**src/rtl/pe_router.sv**
```systemverilog
// N-port router between FWFT input FIFOs and output FIFOs with selectable routing map,
// one holding register per output, drain-before-switch mode changes and per-output counters.
module pe_router #(
    parameter int DATA_WIDTH = 128,
    parameter int NPORTS     = 4,
    parameter int CNT_WIDTH  = 32
) (
    input  logic                         clk,
    input  logic                         rst,
    input  logic [1:0]                   mode,
    output logic [NPORTS-1:0]            rd,
    input  logic [NPORTS-1:0]            vld,
    input  logic [NPORTS*DATA_WIDTH-1:0] dout,
    output logic [NPORTS-1:0]            wr,
    input  logic [NPORTS-1:0]            full,
    output logic [NPORTS*DATA_WIDTH-1:0] din,
    output logic [1:0]                   cur_mode,
    output logic                         busy,
    output logic [NPORTS*CNT_WIDTH-1:0]  xfer_cnt
);
    // mode_q | meaning
    // 0      | PAIR_SWAP: output j fed by input j^1
    // 1      | LOOPBACK:  output j fed by input j
    // 2      | ROTATE:    output j fed by input j-1 (mod NPORTS)
    // 3      | HOLD:      no loads, registers drain and idle
    localparam int         IW        = (NPORTS > 1) ? $clog2(NPORTS) : 1;
    localparam logic [1:0] PAIR_SWAP = 2'd0;
    localparam logic [1:0] LOOPBACK  = 2'd1;
    localparam logic [1:0] ROTATE    = 2'd2;
    localparam logic [1:0] HOLD      = 2'd3;

    logic [1:0]            mode_q;
    logic [1:0]            mode_d;
    logic                  pend;
    logic [NPORTS-1:0]     out_vld;
    logic [DATA_WIDTH-1:0] out_data [NPORTS];
    logic [CNT_WIDTH-1:0]  cnt      [NPORTS];
    logic [DATA_WIDTH-1:0] in_word  [NPORTS];
    logic [IW-1:0]         src      [NPORTS];
    logic [IW-1:0]         dst      [NPORTS];
    logic [NPORTS-1:0]     load;
    logic [NPORTS-1:0]     wr_i;

    always_ff @(posedge clk) begin
        if (rst) mode_q <= PAIR_SWAP;
        else     mode_q <= mode_d;
    end

    // A new mode is adopted only once every holding register has drained.
    always_comb begin
        mode_d = mode_q;
        if (pend && (out_vld == '0)) mode_d = mode;
    end

    always_comb begin
        pend     = (mode != mode_q);
        cur_mode = mode_q;
        busy     = (|out_vld) | pend;
    end

    // src: input feeding output j; dst: output fed by input j (inverse map).
    always_comb begin
        for (int j = 0; j < NPORTS; j++) begin
            case (mode_q)
                PAIR_SWAP: begin
                    src[j] = IW'(j ^ 1);
                    dst[j] = IW'(j ^ 1);
                end
                ROTATE: begin
                    src[j] = IW'((j + NPORTS - 1) % NPORTS);
                    dst[j] = IW'((j + 1) % NPORTS);
                end
                default: begin
                    src[j] = IW'(j);
                    dst[j] = IW'(j);
                end
            endcase
        end
    end

    // Reset gates both strobes so held words are dropped and nothing is popped.
    always_comb begin
        for (int j = 0; j < NPORTS; j++) begin
            in_word[j] = dout[j*DATA_WIDTH +: DATA_WIDTH];
            wr_i[j]    = out_vld[j] & ~full[j] & ~rst;
            load[j]    = vld[src[j]] & (~out_vld[j] | wr_i[j]) & ~pend
                         & (mode_q != HOLD) & ~rst;
        end
    end

    always_comb begin
        for (int i = 0; i < NPORTS; i++) begin
            rd[i] = load[dst[i]];
        end
    end

    always_ff @(posedge clk) begin
        if (rst) begin
            out_vld <= '0;
            for (int j = 0; j < NPORTS; j++) begin
                out_data[j] <= '0;
                cnt[j]      <= '0;
            end
        end else begin
            for (int j = 0; j < NPORTS; j++) begin
                if (load[j]) begin
                    out_data[j] <= in_word[src[j]];
                    out_vld[j]  <= 1'b1;
                end else if (wr_i[j]) begin
                    out_vld[j]  <= 1'b0;
                end
                if (wr_i[j]) cnt[j] <= cnt[j] + 1'b1;
            end
        end
    end

    always_comb begin
        wr = wr_i;
        for (int j = 0; j < NPORTS; j++) begin
            din[j*DATA_WIDTH +: DATA_WIDTH]  = out_data[j];
            xfer_cnt[j*CNT_WIDTH +: CNT_WIDTH] = cnt[j];
        end
    end
endmodule
```
**config.mk**
```make
export PLATFORM = sky130hd
export DESIGN_NAME = pe_router
export DESIGN_NICKNAME = d
export VERILOG_FILES = /design/src/rtl/pe_router.sv
export SDC_FILE = /design/constraint.sdc
export NUM_CORES = 1
export LEC_CHECK = 0
export CAP_MARGIN = 5
export CORE_AREA = 2 2 456 458
export DETAILED_ROUTE_END_ITERATION = 16
export DIE_AREA = 0 0 458 460
export PLACE_DENSITY = 0.43
export RECOVER_POWER = 100
export SYNTH_ARGS = -nofsm -noshare
export SYNTH_HDL_FRONTEND = slang
export SYNTH_SLANG_ARGS = --single-unit
```
**constraint.sdc**
```tcl
create_clock -name clk -period 12.85 [get_ports clk]
set_input_delay 1.285 -clock clk [delete_from_list [all_inputs] [get_ports clk]]
set_output_delay 1.285 -clock clk [all_outputs]
set_load 0.1 [all_outputs]
```
==> results.env, run 1 <==
SYNTH.TOP_CELLS.BY_AREA='edfxtp_1 (59%), mux2i_1 (15%), nor2_1 (9.9%), a21oi_1 (3.8%), xor2_1 (1.9%)'
DETAILED_PLACE.AREA_UM2=47300
DRC_ERRORS=0
CRIT_ARRIVAL_NS=8.30
CTS_HOLD_REPAIR.BUFFERS=0
WORST_PIN_SLEW_NS=6.08
TOTALNEGATIVESETUPSLACK_NS=0
LAYOUT-AREA-OVERHEAD-VS-SYNTH_PCT=52.4
GLOBAL_ROUTE_WIRE_LENGTH_BEFORE_REPAIR_MM=265
CTS_TREE='done'
CLOCKROOTBUFFER='clkbuf_16'
CLKLATENCYLATEPIN_NS=0.74
TRITONCTS_NUM_SINKS=646
NETLIST.AREA_LEADER.SHARE_PCT=58.8
DETAIL-ROUTE-ANTENNA-NETS=0
SYNTH_TOP_CELLS_BY_COUNT='nor2_1 (860), edfxtp_1 (640), mux2i_1 (499)'
GLOBAL_ROUTE.USAGE.TOTAL_PCT=18.6
HTREEDEPTH=3
PWR-SHARE-CLK_PCT=31.4
POWER.SHARE.SWITCHING_PCT=42.3
DRIVE_ABOVE_1_SHARE_PCT=4.20
POST-ROUTE-CELL-AREA_UM2=49800
DETAILEDROUTE.FIRSTPASSITERATIONCOUNT=6
STATUS='finished with violations'
CLKSLEWWORSTSETUPHOLDPATHS_NS=0.06
FINAL_PERIOD_MINUS_WORST_SETUP_SLACK_NS=9.59
POSTROUTEWIRELENGTH_MM=204
WORST_PATH_REQUIRED_NS=11.56
POWER.COMBINATIONAL.FRACTION_PCT=35.1
CTS_REPAIR_RESIZED_INSTS=0
FAILING_CHECKS='capacitance limit, slew limit'
INTERNAL_POWER_mW=4.57
YOSYSUNIQUECELLTYPES=43
FINAL_WEIGHTED_CONGESTION_IN_ROUTABILITY_DRIVEN_PLACEMENT=0.900
SYNTH_TOP_CELL_BY_AREA='edfxtp_1'
PLACE.PORT_BUFFERS=1174
GRT_PASS1_VIAS=27502
NET-SWITCHING-POWER_mW=3.36
POSTSYNTH.ASYNCRESETSHARE_PCT=0
GRT_START_MAX_NET_PINS=150
STD_CELL_ROWS=167
MAX-SLEW-MARGIN-REL_PCT=-306
CORE_AREA_UM2=206000
POST_SYNTHESIS_NET_COUNT=3441
ANTENNA_FOUND_INITIAL=129
MAX-CLOCK-PATH-BUFFERS=3
FINAL-HOLD-VIOLATION-COUNT=0
INITIAL_CORE_UTIL_PCT=15.9
YOSYS.CELL_COUNT.TOP_TYPE='nor2_1'
SYNTH.CELL_AREA_UM2=32700
FIN_CRIT_SH_PCT=74.6
FLOORPLAN.DIE.HEIGHT_UM=460
SYNTH-WARNING-COUNT=0
ENDPOINT_KIND='output pin'
IOS=1175
PEAKVDDDROP_mV=0.0944
DOMINANTREGCELLSYNTH='edfxtp_1'
MAX_CAP_VIOLATIONS=63
WORST-SETUP-PATH-TYPE='input port to output pin'
POWER_FRAC_SEQ_PCT=33.5
PATH_CELLS='dlygate4sd3_1, and4bb_1, a21oi_1, or3_1, clkbuf_1, or3_1, o221ai_1, dlygate4sd3_1'
DETAIL_ROUTE.VIAS_PER_CELL=4.15
POSTSYNTHREGISTERBITS=646
SYNTH_ENABLE_FLOP_CELLS=640
DESIGN.DIE.AREA_UM2=211000
CRITICAL-PATH-MAX-STAGE-DELAY_NS=2.31
TRITONCTS.NUM_BUFFERS=92
POSTCTSSETUPREPAIRBUFS=0
TIMING.HOLD.WORST.CLASS='flip-flop to flip-flop'
SYNTH_SEQUENTIAL_AREA_RATIO_PCT=59.1
STARTPOINT_TYPE='input port'
POST_SYNTH_INST_COUNT=2913
P_PER_AREA_nW_PER_UM2=159
FINALCLOCKSKEW_NS=0.0497
TOTALPOWERFINAL_mW=7.93
SETUP-VIOLATIONS-FINAL=0
PLACE_HPWL_MM=158
DR.FIRST_ITER.DRC_COUNT=2378
FINAL_MAX_SLEW_VIOL_COUNT=1364
VIAS=28416
HOLD_SLACK_NS=0.520
POST_SYNTH.CELL_AREA_AVG_UM2=11.2
REG2REG_SETUP_SLACK_NS=4.15
POWER.STATIC_LEAKAGE_nW=17.7
GRT_TOTAL_OVFL=0
FIN_NETS=4555
MAX_FREQ_MHz=104
CRIT_PATH_MAX_FANOUT=51
AVGROUTEDWIREPERCELL_UM=29.8
SLOWEST_STAGE='or3_1'
DIEWIDTH_UM=458
SETUP_REPAIR_AFTER_GLOBAL_ROUTING_MISSED_ITS_MARGIN='no'
flip-flops by register name (all words and copies together) (netlist names):
name / flops
cnt: 128
cur_mode: 2
out_data: 512
out_vld: 4
layer usage:
metal | wire length, um | track usage, % | share of wire [%] | up-vias
li1 | - | - | - | 12729
met1 | 85900 | 23.5 | 42 | 14033
met2 | 89500 | 28.7 | 44 | 1261
met3 | 22100 | 7.89 | 11 | 305
met4 | 5730 | 5.06 | 2.8 | 88
met5 | 568 | 0 | 0.28 | -
path summary, 6_finish.rpt:
kind | to | startpoint | cells past startpoint
max reg2reg | out_data[0][82] | cur_mode[0] | 7
min reg2reg | out_vld[2] | out_vld[2] | 2
max | rd[3] | mode[0] | 8
min | out_vld[2] | out_vld[2] | 2
placed cells by master (no fill, tap or decap), types with 3 or more instances in the layout:
cell and n:
nor2_1 859, edfxtp_1 640, dlygate4sd3_1 594, clkdlybuf4s50_1 521, mux2i_1 499, a21oi_1 250, clkbuf_1 106, clkbuf_16 92
xor2_1 70, nand2_1 69, nand3_1 50, xnor2_1 42, diode_2 40, nand4_1 40, o21ai_0 35, a22oi_1 20
inv_1 19, clkinv_1 17, clkinv_2 15, buf_4 13, or3_1 12, and3_1 11, nor3_1 11, and4_1 10
nor4_2 9, clkinvlp_4 9, nor4_1 8, nor3_2 8, and2_1 8, nand2b_1 7, or2_0 5, ha_1 4
bufinv_16 4, dfxtp_1 4, buf_12 4, a211oi_1 3, or2_2 3
cells by family after synthesis:
| group | Yosys count | share of synthesized area (%) |
|---|---|---|
| flip-flops | 646 | 59.1 |
| XOR/XNOR | 112 | 3.00 |
| AND/OR/NAND/NOR | 1123 | 14.6 |
| adder cells (fa/ha/maj) | 4 | 0.153 |
| AO/OA/AOI/OAI | 314 | 5.04 |
| buffers and inverters | 214 | 2.78 |
| multiplexers | 500 | 15.3 |
critical path, delay by kind of cell:
| kind | cells | cell delay (ns) |
|---|---|---|
| buffers and inverters | 3 | 3.42 |
| AOI/OAI and AO/OA | 2 | 0.74 |
| and+or+nand+nor | 3 | 2.80 |
power groups by stage:
stage               combinational (mW)  sequential [mW]  clock, mW
global route                      2.88             2.68       2.64
global placement                  2.88             2.69          0
finish                            2.78             2.66       2.49
floorplan                        0.626             3.98          0
CTS                               2.89             2.65       2.58
detailed placement                2.88             2.69          0
area by class of cell:
| cell class | instances | area, um^2 |
|---|---|---|
| antenna | 40 | 100 |
| clock inverter | 51 | 415 |
| clock buffer | 115 | 2390 |
| timing repair buffer | 1215 | 11600 |
| inverter | 19 | 71.3 |
| multi-input combinational | 2053 | 12500 |
| fill | 22227 | 156000 |
| sequential | 646 | 19300 |
| tap | 2704 | 3380 |
through the flow:
stage	utilization, %	setup slack (ns)	cells
2_1_floorplan	-	4.65	2913
3_3_place_gp	23.0	5.68	6637
3_5_place_dp	23.0	5.65	6637
4_1_cts	24.3	5.65	6803
5_1_grt	24.2	2.76	6815
6_report	24.2	3.26	6843
Note: power is estimated with default switching activity, not from simulation.
==> run 2, diff against run 1 <==
--- a/config.mk
+++ b/config.mk
@@ -6,9 +6,9 @@
 export NUM_CORES = 1
 export LEC_CHECK = 0
 export CAP_MARGIN = 5
-export CORE_AREA = 2 2 456 458
+export CORE_AREA = 2 2 457 459
 export DETAILED_ROUTE_END_ITERATION = 16
-export DIE_AREA = 0 0 458 460
+export DIE_AREA = 0 0 459 461
 export PLACE_DENSITY = 0.43
 export RECOVER_POWER = 100
 export SYNTH_ARGS = -nofsm -noshare
==> constraint.sdc (replaced) <==
create_clock -name clk -period 9.94 [get_ports clk]
set_input_delay 0.994 -clock clk [delete_from_list [all_inputs] [get_ports clk]]
set_output_delay 0.994 -clock clk [all_outputs]
set_load 0.1 [all_outputs]
==> run 2 against run 1 <==
The flow still finishes with violations (capacitance limit, slew limit). Combinational power is 29% higher. Global-route usage down 0.31 points. Critical path type is now flip-flop to flip-flop. Worst setup slack worse by 0.91 ns. Critical endpoint is now out_data[2][34]. Non-clock buffer count rose by 1. Clock skew is 0.014 ns lower.
==> results.env, run 2 (synthesis gave the netlist of run 1 again) <==
STATUS='finished with violations'  # unchanged
FAILING_CHECKS='capacitance limit, slew limit'  # unchanged
LAYOUT-AREA-OVERHEAD-VS-SYNTH_PCT=53.2  # was 52.4%
WORST_PATH_REQUIRED_NS=10.30  # was 11.56 ns
PLACE_HPWL_MM=157  # was 158 mm
DETAIL-ROUTE-ANTENNA-NETS=0  # unchanged
FIN_NETS=4554  # was 4555
SETUP_REPAIR_AFTER_GLOBAL_ROUTING_MISSED_ITS_MARGIN='no'  # unchanged
TIMING.HOLD.WORST.CLASS='flip-flop to flip-flop'  # unchanged
POWER.COMBINATIONAL.FRACTION_PCT=34.4  # was 35.1%
MAX_CAP_VIOLATIONS=52  # was 63
POWER.STATIC_LEAKAGE_nW=17.9  # was 17.7 nW
REG2REG_SETUP_SLACK_NS=2.35  # was 4.15 ns
FINAL_MAX_SLEW_VIOL_COUNT=1101  # was 1364
DRC_ERRORS=0  # unchanged
CTS_HOLD_REPAIR.BUFFERS=0  # unchanged
TOTALPOWERFINAL_mW=10.4  # was 7.93 mW
CLOCKROOTBUFFER='clkbuf_16'  # unchanged
HTREEDEPTH=3  # unchanged
GRT_PASS1_VIAS=27491  # was 27502
GRT_START_MAX_NET_PINS=124  # was 150
WORST_PIN_SLEW_NS=4.31  # was 6.08 ns
FINAL.FILL_COUNT=22218  # was 22227
FIN_CRIT_SH_PCT=76.3
STARTPOINT_TYPE='flip-flop'  # was input port
MAX_FREQ_MHz=132
WORST_R2R_STARTPOINT='cur_mode[1]'  # was cur_mode[0]
TRITONCTS.NUM_BUFFERS=90  # was 92
MAX-SLEW-MARGIN-REL_PCT=-187  # was -306%
FINAL_WEIGHTED_CONGESTION_IN_ROUTABILITY_DRIVEN_PLACEMENT=0.903  # was 0.900
AVGROUTEDWIREPERCELL_UM=29.5  # was 29.8 um
PLACE.PORT_BUFFERS=1174  # unchanged
DETAILED_PLACE.AREA_UM2=47300  # about the same
NET-SWITCHING-POWER_mW=4.35  # was 3.36 mW
VIAS=28646  # was 28416
POSTCTSSETUPREPAIRBUFS=0  # unchanged
WORSTHOLDSTART='out_vld[3]'  # was out_vld[2]
DRIVE_ABOVE_1_SHARE_PCT=4.51  # was 4.20%
P_PER_AREA_nW_PER_UM2=208  # was 159 nW/um^2
TRITONCTS_NUM_SINKS=646  # unchanged
CLKLATENCYLATEPIN_NS=0.74  # about the same
POSTROUTEWIRELENGTH_MM=202  # was 204 mm
GRT_TOTAL_OVFL=0  # unchanged
FINAL_PERIOD_MINUS_WORST_SETUP_SLACK_NS=7.59
INTERNAL_POWER_mW=6.09  # was 4.57 mW
CRIT_PATH_MAX_FANOUT=44  # was 51
DIEWIDTH_UM=459  # was 458 um
FINAL-HOLD-VIOLATION-COUNT=0  # unchanged
CTS_REPAIR_RESIZED_INSTS=0  # unchanged
POST-ROUTE-CELL-AREA_UM2=50100  # was 49800 um^2
MOSTFREQUENTLAYOUTCELL='nor2_1'  # unchanged
MAX-CLOCK-PATH-BUFFERS=3  # unchanged
DETAILEDROUTE.FIRSTPASSITERATIONCOUNT=6  # unchanged
GLOBAL_ROUTE_WIRE_LENGTH_BEFORE_REPAIR_MM=262  # was 265 mm
TOP_REGISTER='out_data'  # unchanged
MOST-COMMON-LAYOUT-CELLS='nor2_1 (859), edfxtp_1 (640), dlygate4sd3_1 (602)'  # was nor2_1 (859), edfxtp_1 (640), dlygate4sd3_1 (594)
CRIT_ARRIVAL_NS=7.94  # was 8.30 ns
GLOBAL_ROUTE.USAGE.TOTAL_PCT=18.2  # was 18.6%
ENDPOINT_KIND='flip-flop'  # was output pin
POWER.SHARE.SWITCHING_PCT=41.6  # was 42.3%
CLKSLEWWORSTSETUPHOLDPATHS_NS=0.06  # about the same
DESIGN.DIE.AREA_UM2=212000  # was 211000 um^2
CTS_TREE='done'  # unchanged
FINALCLOCKSKEW_NS=0.0358  # was 0.0497 ns
PWR-SHARE-CLK_PCT=32.6  # was 31.4%
CORE_AREA_UM2=206000  # about the same
PEAKVDDDROP_mV=0.130  # was 0.0944 mV
POWER_FRAC_SEQ_PCT=33.1  # was 33.5%
IOS=1175  # unchanged
STD_CELL_ROWS=167  # unchanged
SETUP-VIOLATIONS-FINAL=0  # unchanged
DR.FIRST_ITER.DRC_COUNT=2408  # was 2378
INITIAL_CORE_UTIL_PCT=15.8  # was 15.9%
TOTALNEGATIVESETUPSLACK_NS=0  # unchanged
DETAIL_ROUTE.VIAS_PER_CELL=4.19  # was 4.15
ANTENNA_FOUND_INITIAL=133  # was 129
REG.LARGEST.LIST='out_data: 512 flops, cnt: 128 flops, out_vld: 4 flops'  # unchanged
WORST-SETUP-PATH-TYPE='flip-flop to flip-flop'  # was input port to output pin
CP_STARTPOINT='cur_mode[1]'  # was mode[0]
LARGEST_REGISTER_FF_COUNT=512  # unchanged
FLOORPLAN.DIE.HEIGHT_UM=461  # was 460 um
run 2: path summary, 6_finish.rpt:
kind                     end  cells after the start
max          out_data[2][34]                      6
min               out_vld[3]                      2
max reg2reg  out_data[2][34]                      6
min reg2reg       out_vld[3]                      2
run 2: layer usage:
layer | routed length, um | up-vias | part of all wire, % | GRT usage (%)
met5 | 610 | - | 0.30 | 0
met4 | 5610 | 96 | 2.8 | 5.01
met3 | 22000 | 303 | 11 | 8.15
met2 | 89300 | 1329 | 44 | 28.2
met1 | 84000 | 14178 | 42 | 22.9
li1 | - | 12740 | - | -
run 2: worst max-delay path, stage by stage (launching register included):
cell and delay, ns:
dfxtp_4 0.85, clkbuf_1 2.74, clkbuf_1 2.39, mux2i_1 0.35
nor2_1 0.07, a21oi_1 0.55, nor2_1 0.10
run 2: layout make-up:
class,count,area (um^2),area share [%]
diodes,36,90.1,0.180
clock inverters,63,677,1.35
well taps,2704,3380,6.75
repair buffers,1216,11700,23.3
flip-flops and latches,646,19300,38.6
inverters,19,71.3,0.142
multi-input cells,2053,12500,24.9
clock buffers,105,2340,4.67
run 2: metrics by stage:
step                      setup slack, ns  std cells  hold slack (ns)  utilization, %
after CTS                            3.67       6806            0.527            24.4
final                                2.35       6842            0.538            24.3
after detailed placement             3.88       6638            0.519            22.9
after global placement               3.89       6638            0.511            22.9
after floorplan                      1.84       2913            0.471               -
after global routing                 1.87       6810            0.567            24.2
run 2: power groups by stage:
stage | registers, mW | clock network, mW | logic, mW
finish | 3.45 | 3.40 | 3.59
global route | 3.48 | 3.59 | 3.71
CTS | 3.45 | 3.51 | 3.70
detailed placement | 3.50 | 0 | 3.69
global placement | 3.50 | 0 | 3.70
floorplan | 5.14 | 0 | 0.809
==> run 3, diff against run 2 <==
==> constraint.sdc (replaced) <==
create_clock -name clk -period 8 [get_ports clk]
set_input_delay 0.8 -clock clk [delete_from_list [all_inputs] [get_ports clk]]
set_output_delay 0.8 -clock clk [all_outputs]
set_load 0.1 [all_outputs]
==> run 3 against run 2 <==
The run still ends with capacitance limit, slew limit left. Global-route usage rose by 0.51 points. Sequential power rose by 24%. Core utilization decreased by 0.14 points. Design area fell by 0.57%. Final cell count down 0.18%. Combinational power grew 25%. Sequential share of layout area up 0.22 points. Routed wire length rose by 2.8%. Hold slack better by 0.012 ns.
==> results.env, run 3 (synthesis gave the netlist of run 1 again) <==
ENDPOINT_KIND='flip-flop'  # unchanged
FINAL.FILL_COUNT=22161  # was 22218
WORST_PIN_SLEW_NS=4.78  # was 4.31 ns
CRIT_PATH_MAX_FANOUT=61  # was 44
TOTALPOWERFINAL_mW=12.8  # was 10.4 mW
MAX_CAP_VIOLATIONS=42  # was 52
HOLD_PATH_DEPTH=2  # unchanged
TOP_REGISTER='out_data'  # unchanged
POWER_FRAC_SEQ_PCT=33.3  # was 33.1%
TOTALNEGATIVESETUPSLACK_NS=0  # unchanged
CRIT_ARRIVAL_NS=6.83  # was 7.94 ns
DP_WORST_SETUP_SLACK_NS=2.05  # was 3.88 ns
MOST-COMMON-LAYOUT-CELLS='nor2_1 (859), edfxtp_1 (640), dlygate4sd3_1 (586)'  # was nor2_1 (859), edfxtp_1 (640), dlygate4sd3_1 (602)
FINAL_WEIGHTED_CONGESTION_IN_ROUTABILITY_DRIVEN_PLACEMENT=0.913  # was 0.903
PWR-SHARE-CLK_PCT=31.8  # was 32.6%
TRITONCTS.NUM_BUFFERS=90  # unchanged
POWER.SHARE.SWITCHING_PCT=42.1  # was 41.6%
DETAIL-ROUTE-ANTENNA-NETS=0  # unchanged
DR.FIRST_ITER.DRC_COUNT=2220  # was 2408
REG2REG_SETUP_SLACK_NS=1.45  # was 2.35 ns
INITIAL_CORE_UTIL_PCT=15.8  # unchanged
POST-ROUTE-CELL-AREA_UM2=49800  # was 50100 um^2
CTS_TREE='done'  # unchanged
CLKSLEWWORSTSETUPHOLDPATHS_NS=0.06  # about the same
WORST_R2R_STARTPOINT='cur_mode[1]'  # unchanged
LARGEST_REGISTER_FF_COUNT=512  # unchanged
NET-SWITCHING-POWER_mW=5.40  # was 4.35 mW
CORE_UTIL_FINAL_PCT=24.1  # was 24.3%
CTS_REPAIR_RESIZED_INSTS=0  # unchanged
DESIGN.DIE.AREA_UM2=212000  # unchanged
WORST-SETUP-PATH-TYPE='flip-flop to flip-flop'  # unchanged
POWER.COMBINATIONAL.FRACTION_PCT=34.9  # was 34.4%
ANTENNA_FOUND_INITIAL=132  # was 133
STD_CELL_ROWS=167  # unchanged
GLOBAL_ROUTE.USAGE.TOTAL_PCT=18.8  # was 18.2%
FINAL_PERIOD_MINUS_WORST_SETUP_SLACK_NS=6.55  # was 7.59 ns
INTERNAL_POWER_mW=7.43  # was 6.09 mW
FIN_NETS=4554  # unchanged
POSTROUTEWIRELENGTH_MM=207  # was 202 mm
AVGROUTEDWIREPERCELL_UM=30.3  # was 29.5 um
TRITONCTS_NUM_SINKS=646  # unchanged
REG.LARGEST.LIST='out_data: 512 flops, cnt: 128 flops, out_vld: 4 flops'  # unchanged
CLOCKROOTBUFFER='clkbuf_16'  # unchanged
MOSTFREQUENTLAYOUTCELL='nor2_1'  # unchanged
MAX-CLOCK-PATH-BUFFERS=3  # unchanged
CTS_HOLD_REPAIR.BUFFERS=0  # unchanged
CORE_AREA_UM2=206000  # unchanged
GRT_PASS1_VIAS=27547  # was 27491
GRT_START_MAX_NET_PINS=156  # was 124
SETUP_REPAIR_AFTER_GLOBAL_ROUTING_MISSED_ITS_MARGIN='no'  # unchanged
POWER.STATIC_LEAKAGE_nW=17.7  # was 17.9 nW
MAX_FREQ_MHz=153  # was 132 MHz
PLACE_HPWL_MM=161  # was 157 mm
DRC_ERRORS=0  # unchanged
DETAIL_ROUTE.VIAS_PER_CELL=4.17  # was 4.19
FINAL-HOLD-VIOLATION-COUNT=0  # unchanged
GLOBAL_ROUTE_WIRE_LENGTH_BEFORE_REPAIR_MM=267  # was 262 mm
TIMING.HOLD.WORST.CLASS='flip-flop to flip-flop'  # unchanged
MAX-SLEW-MARGIN-REL_PCT=-218  # was -187%
REG2REG_DEPTH=6  # unchanged
STATUS='finished with violations'  # unchanged
CP_STARTPOINT='cur_mode[1]'  # unchanged
DIEWIDTH_UM=459  # unchanged
FLOORPLAN.DIE.HEIGHT_UM=461  # unchanged
GRT_TOTAL_OVFL=0  # unchanged
FIN_CRIT_SH_PCT=81.8  # was 76.3%
CRIT-REG2REG-CAPTURE='out_data[0][50]'  # was out_data[2][34]
WORST_PATH_REQUIRED_NS=8.29  # was 10.30 ns
TIMING.HOLD.WORST_ENDPOINT='out_vld[3]'  # unchanged
IOS=1175  # unchanged
PEAKVDDDROP_mV=0.142  # was 0.130 mV
FINAL_MAX_SLEW_VIOL_COUNT=1230  # was 1101
POSTCTSSETUPREPAIRBUFS=0  # unchanged
HTREEDEPTH=3  # unchanged
VIAS=28510  # was 28646
PLACE.PORT_BUFFERS=1174  # unchanged
WORSTHOLDSTART='out_vld[3]'  # unchanged
STARTPOINT_TYPE='flip-flop'  # unchanged
DETAILEDROUTE.FIRSTPASSITERATIONCOUNT=5  # was 6
P_PER_AREA_nW_PER_UM2=258  # was 208 nW/um^2
DETAILED_PLACE.AREA_UM2=47300  # about the same
FAILING_CHECKS='capacitance limit, slew limit'  # unchanged
CLKLATENCYLATEPIN_NS=0.74  # about the same
FINALCLOCKSKEW_NS=0.0392  # was 0.0358 ns
SETUP-VIOLATIONS-FINAL=0  # unchanged
LAYOUT-AREA-OVERHEAD-VS-SYNTH_PCT=52.3  # was 53.2%
POSTLAYOUTSETUPSLACKWORST_NS=1.45  # was 2.35 ns
DRIVE_ABOVE_1_SHARE_PCT=4.35  # was 4.51%
run 3: cell count changes in the layout (fill, tap and decap cells not counted), sizes merged:
cell,previous run,this run
clkinvlp,5,4
diode,36,30
buf,20,18
clkbuf,177,211
dlygate4sd3,602,586
inv,26,23
clkinv,40,27
bufinv,11,6
run 3: worst max path at each step:
| stage | endpoint | slack (ns) | cells after the start |
|---|---|---|---|
| CTS | rd[2] | 1.88 | 6 |
| detailed placement | rd[2] | 2.05 | 6 |
| global placement | rd[2] | 2.08 | 6 |
| floorplan | out_data[2][0] | 2.62 | 4 |
| global route | out_data[0][49] | 0.98 | 6 |
| finish | out_data[0][50] | 1.45 | 6 |
run 3: final cells by class:
class	instances	area (um^2)	area share (%)
antenna	30	75.1	0.151
clock buffer	121	2440	4.90
clock inverter	41	409	0.821
inverter	19	71.3	0.143
multi-input combinational	2053	12500	25.1
sequential	646	19300	38.8
tap	2704	3380	6.79
timing repair buffer	1216	11600	23.3
run 3: through the flow:
stage / cells / hold WS, ns
2_1_floorplan: 2913 / 0.471
3_3_place_gp: 6638 / 0.529
3_5_place_dp: 6638 / 0.528
4_1_cts: 6800 / 0.539
5_1_grt: 6804 / 0.564
6_report: 6830 / 0.551
run 3: metal layers:
metal	GRT usage, %	wire length [um]	vias up
li1	-	-	12706
met1	23.8	88100	14138
met2	29.1	91800	1282
met3	7.75	21600	290
met4	5.19	5110	94
met5	0	608	-
run 3: power groups by stage:
stage          clock network [mW]  registers [mW]  logic (mW)
2_1_floorplan                   0            6.38        1.01
3_3_place_gp                    0            4.33        4.64
3_5_place_dp                    0            4.33        4.63
4_1_cts                      4.23            4.27        4.64
5_1_grt                      4.31            4.30        4.65
6_report                     4.08            4.27        4.48
run 3: critical path, stage by stage (launching register included):
cell      delay, ns
dfxtp_4        0.82
nor2_1         0.12
a21oi_1        0.52
nor2_1         0.31
nand3_4        0.56
clkbuf_1       3.10
o21ai_0        0.47
